**src/rtl/fifo_burst_drain.sv**
```systemverilog
// fifo_burst_drain: pops a registered-read FIFO into a 2-entry skid buffer and streams it out as fixed-length bursts.
module fifo_burst_drain #(
  parameter int DW = 32,
  parameter int BURST_LEN = 4,
  parameter int PKT_CW = 16
) (
  input  logic              clk,
  input  logic              rst_n,
  input  logic              enable,
  input  logic              fifo_empty,
  output logic              fifo_rd_en,
  input  logic [DW-1:0]     fifo_rd_data,
  output logic              m_valid,
  input  logic              m_ready,
  output logic [DW-1:0]     m_data,
  output logic              m_last,
  output logic [PKT_CW-1:0] pkt_cnt
);
  localparam int BW = BURST_LEN > 1 ? $clog2(BURST_LEN) : 1;
  localparam logic [BW-1:0] LAST_BEAT = BW'(BURST_LEN - 1);
  logic [1:0]    occ;
  logic          inflight;
  logic          head;
  logic          tail;
  logic [DW-1:0] mem [2];
  logic [BW-1:0] beat;
  logic          xfer;
  assign m_valid = occ != 2'd0;
  assign m_data  = mem[head];
  assign m_last  = m_valid && beat == LAST_BEAT;
  assign xfer    = m_valid && m_ready;
  // An in-flight word already owns a slot, so it counts against the 2-entry budget.
  assign fifo_rd_en = rst_n && enable && !fifo_empty && (occ + {1'b0, inflight} - {1'b0, xfer}) < 2'd2;
  always_ff @(posedge clk or negedge rst_n) begin
    if (!rst_n) begin
      occ      <= 2'd0;
      inflight <= 1'b0;
      head     <= 1'b0;
      tail     <= 1'b0;
      beat     <= '0;
      pkt_cnt  <= '0;
      mem[0]   <= '0;
      mem[1]   <= '0;
    end else begin
      inflight <= fifo_rd_en;
      occ      <= occ + {1'b0, inflight} - {1'b0, xfer};
      if (inflight) begin
        mem[tail] <= fifo_rd_data;
        tail      <= ~tail;
      end
      if (xfer) begin
        head <= ~head;
        beat <= m_last ? '0 : beat + 1'b1;
        if (m_last) pkt_cnt <= pkt_cnt + 1'b1;
      end
    end
  end
endmodule

```
**config.mk**
```make
export PLATFORM = sky130hd
export DESIGN_NAME = fifo_burst_drain
export DESIGN_NICKNAME = d
export VERILOG_FILES = /design/src/rtl/fifo_burst_drain.sv
export SDC_FILE = /design/constraint.sdc
export NUM_CORES = 1
export LEC_CHECK = 0
export ABC_AREA = 0
export BUFFER_PORTS_ARGS = -buffer_cell sky130_fd_sc_hd__buf_4
export CAP_MARGIN = 20
export CORE_MARGIN = 2
export CORE_UTILIZATION = 33
export CTS_CLUSTER_SIZE = 8
export DETAILED_ROUTE_END_ITERATION = 10
export GPL_TIMING_DRIVEN = 0
export SLEW_MARGIN = 30
export SYNTH_ARGS = -nofsm -noshare
export SYNTH_HDL_FRONTEND = slang
export SYNTH_SLANG_ARGS = --single-unit
```
**constraint.sdc**
```tcl
create_clock -name clk -period 1.9 [get_ports clk]
set_clock_uncertainty 0.2 [all_clocks]
set_input_delay 0.095 -clock clk [delete_from_list [all_inputs] [get_ports clk]]
set_output_delay 0.095 -clock clk [all_outputs]
set_load 0.05 [all_outputs]
```
==> run metrics <==
status=finished with violations; failing checks=hold timing, setup timing; Root Buffer=clkbuf_16; final count of pins violating max slew=0; Initial Util=33.5%; GRT Total Usage=between 10 and 15%; H-tree Lvls=3; Logic pwr share=52.5%; Worst Path Required=1.60 ns; multi-input logic area=between 1500 and 2000 um^2; asr flop ratio synth=100%; fin crit period=2.06 ns; Synth area leader=dfrtp_1; metal2 WL=between 3 and 4 mm; post-route design area=between 5000 and 6000 um^2; Final #Nets=roughly 440; top-count cell post-synth=mux2_2; IO Pins=slightly below 90; Clock Pin Slew Worst Setup and Hold Paths=0.05 ns; std cell rows=39; GR Overflow Total=0; Die Ht=approximately 110 um; dominant register cell in the synthesized netlist=dfrtp_1; slew at the pin closest to its max-slew limit=between 0.8 and 0.9 ns; initial drt markers=49; CTS tree=done; most frequent cells after synthesis=mux2_2 (89), dfrtp_1 (87), xnor2_1 (14); Min Hold Slack=-0.370 ns; total core area=around 11000 um^2; number of global-route vias before repair=roughly 2700; Yosys cell types=31; Synthesis Warnings=0; PD cells=1840 nW/um^2; RD Place Congestion=between 0.6 and 0.7; Clock Power Share=~16%; Flop pwr share=a little under a third; Seq/Total Area, Yosys=between 50% and 60%; RSZ-0062 raised after global routing=true; Final ANT Viol Nets=0; number of fillers in the final layout=about 1000; Bufs on Longest Clock Path=2; wire per inst=approximately 15 um; DR top layer=met4; end-of-flow core utilization=between 40% and 50%; Max VDD drop=about 1.0 mV; Net Sw Power=around 4.2 mW; clock tree sinks=87; Synth Register Bits=between 80 and 90; Area Overhead vs Synth=42.5%; Sw Share=between 40% and 50%; Post-CTS Hold Buffers=36; first-pass GRT wire length=13.3 mm; Die X-Extent=between 100 and 150 um; Fmax=slightly below 0.5 GHz; post-synth top area share=57.6%; internal power=5.77 mW; placed instance area=roughly 4700 um^2; critical setup path kind=primary input to primary output; Synth Area per Inst=approximately 15 um^2; clk_lat worst skew=between 0.3 and 0.4 ns; worst setup margin=-0.162 ns; via count=2460; Total Die Area=~12000 um^2; Cell Count, Final, Fillers Out=between 500 and 600; drt pass-1 iters=4; critical-path maximum fanout=4; Worst Path Arrival=between 1.5 and 2 ns; Final setup viols=1; Port Buffers=a little under 90; Final Hold Violating Endpoints=87; crit path launch type=primary input; Worst setup EP type=primary output; leak pwr=2.42 nW; mapped cell area=3780 um^2; post-route clock period utilization=109%; initial antenna violation count=0; cell count after synthesis=260; dpl ws=-0.213 ns; Final Total Pwr=9.94 mW; ANT cells=0; number of synthesized flops with an enable pin=0; layout cells sized above 1=a little under three fifths; drt total wl=8.07 mm; normalized max-slew margin=46.5%; top post-synthesis cells by area=dfrtp_1 (58%), mux2_2 (27%), xnor2_1 (3.2%), mux2_1 (2.4%), xor2_1 (1.2%); Met1 Wirelength=3.56 mm; Post-Syn Nets=300; HP Class=primary input to asynchronous set/reset pin; DR vias/cell=about 4.5; Met3 Routed Length=roughly 350 um; CTS Buf Count=9; Max-Cap Viols=0; HPWL Detailed=5.21 mm; Remaining DRCs=0; placed cells=between 400 and 500; largest net degree at the start of global routing=about 90; FF/Latch Area=between 2000 and 2500 um^2
worst max-delay path: stages:
cell	delay (ns)
buf_4	0.11
dlygate4sd3_1	0.62
o21ai_4	0.08
xnor2_1	0.13
ha_2	0.19
xnor2_2	0.16
nor3_4	0.20
buf_6	0.18
layer usage:
metal / global-route usage, % / vias up
li1: - / 1184
met1: 16.9 / 1214
met2: 22.9 / 50
met3: 3.72 / 12
met4: 6.50 / 0
met5: 0 / -
metrics by stage:
stage | TNS, ns | hold slack [ns]
after CTS | -0.190 | -0.338
after floorplan | -0.0668 | -0.401
after global routing | -0.467 | -0.300
final | -0.162 | -0.370
after detailed placement | -7.95 | 0.0279
after global placement | -7.28 | 0.0758
sequential cells by signal, indices dropped and copies added (netlist names):
| register | count |
|---|---|
| tail | 1 |
| occ | 2 |
| head | 1 |
| beat | 2 |
| mem | 64 |
| inflight | 1 |
| pkt_cnt | 16 |
layout by cell type, fill, tap and decap left out, drive strengths merged, types with 5 or more instances in the layout:
cell and n:
buf 99, clkbuf 20, dfrtp 87, dlygate4sd3 36
mux2 97, nand2 11, nor2 6, xnor2 14
xor2 5
timing repair:
| item | in CTS | in global routing |
|---|---|---|
| resized for setup | 20 | 3 |
| buffers inserted | 4 | 2 |
| endpoints found under the setup margin | 84 | 62 |
| pin swaps | 3 | 1 |
| endpoints found under the hold margin | 155 | 87 |
power groups by stage:
stage	combinational [mW]	clock [mW]	sequential (mW)
6_report	5.22	1.62	3.09
5_1_grt	5.49	1.78	3.21
3_5_place_dp	5.05	0	3.10
2_1_floorplan	3.70	0	3.09
3_3_place_gp	5.01	0	3.05
4_1_cts	5.22	1.69	3.10
cell families after synthesis:
logic type                 share of synthesized area [%]
DFF                                                 57.6
muxes                                               28.9
AOI/OAI and AO/OA                                  0.894
xor gates and xnor gates                            4.40
buffers and inverters                               1.39
and+or+nand+nor                                     5.79
adders and majority gates                          0.993
path summary, 6_finish.rpt:
check,startpoint,to,slack (ns),depth (start not counted)
setup / recovery,m_ready,fifo_rd_en,-0.16,8
hold / removal,rst_n,mem[55],-0.37,1
setup reg to reg,occ[1],pkt_cnt[0],0.01,4
hold reg to reg,beat[1],beat[1],0.28,2
max in group asynchronous,rst_n,occ[1],1.29,1
min in group clk,m_ready,pkt_cnt[1],0.02,3
layout make-up:
cell class,instances,share of cell area [%]
clock buffer,16,5.04
timing repair buffer,129,19.9
buffer,10,1.53
tap,143,3.32
multi-input combinational,160,29.4
inverter,2,0.139
sequential,87,40.7
No activity file was read; power rests on OpenSTA's default activity.
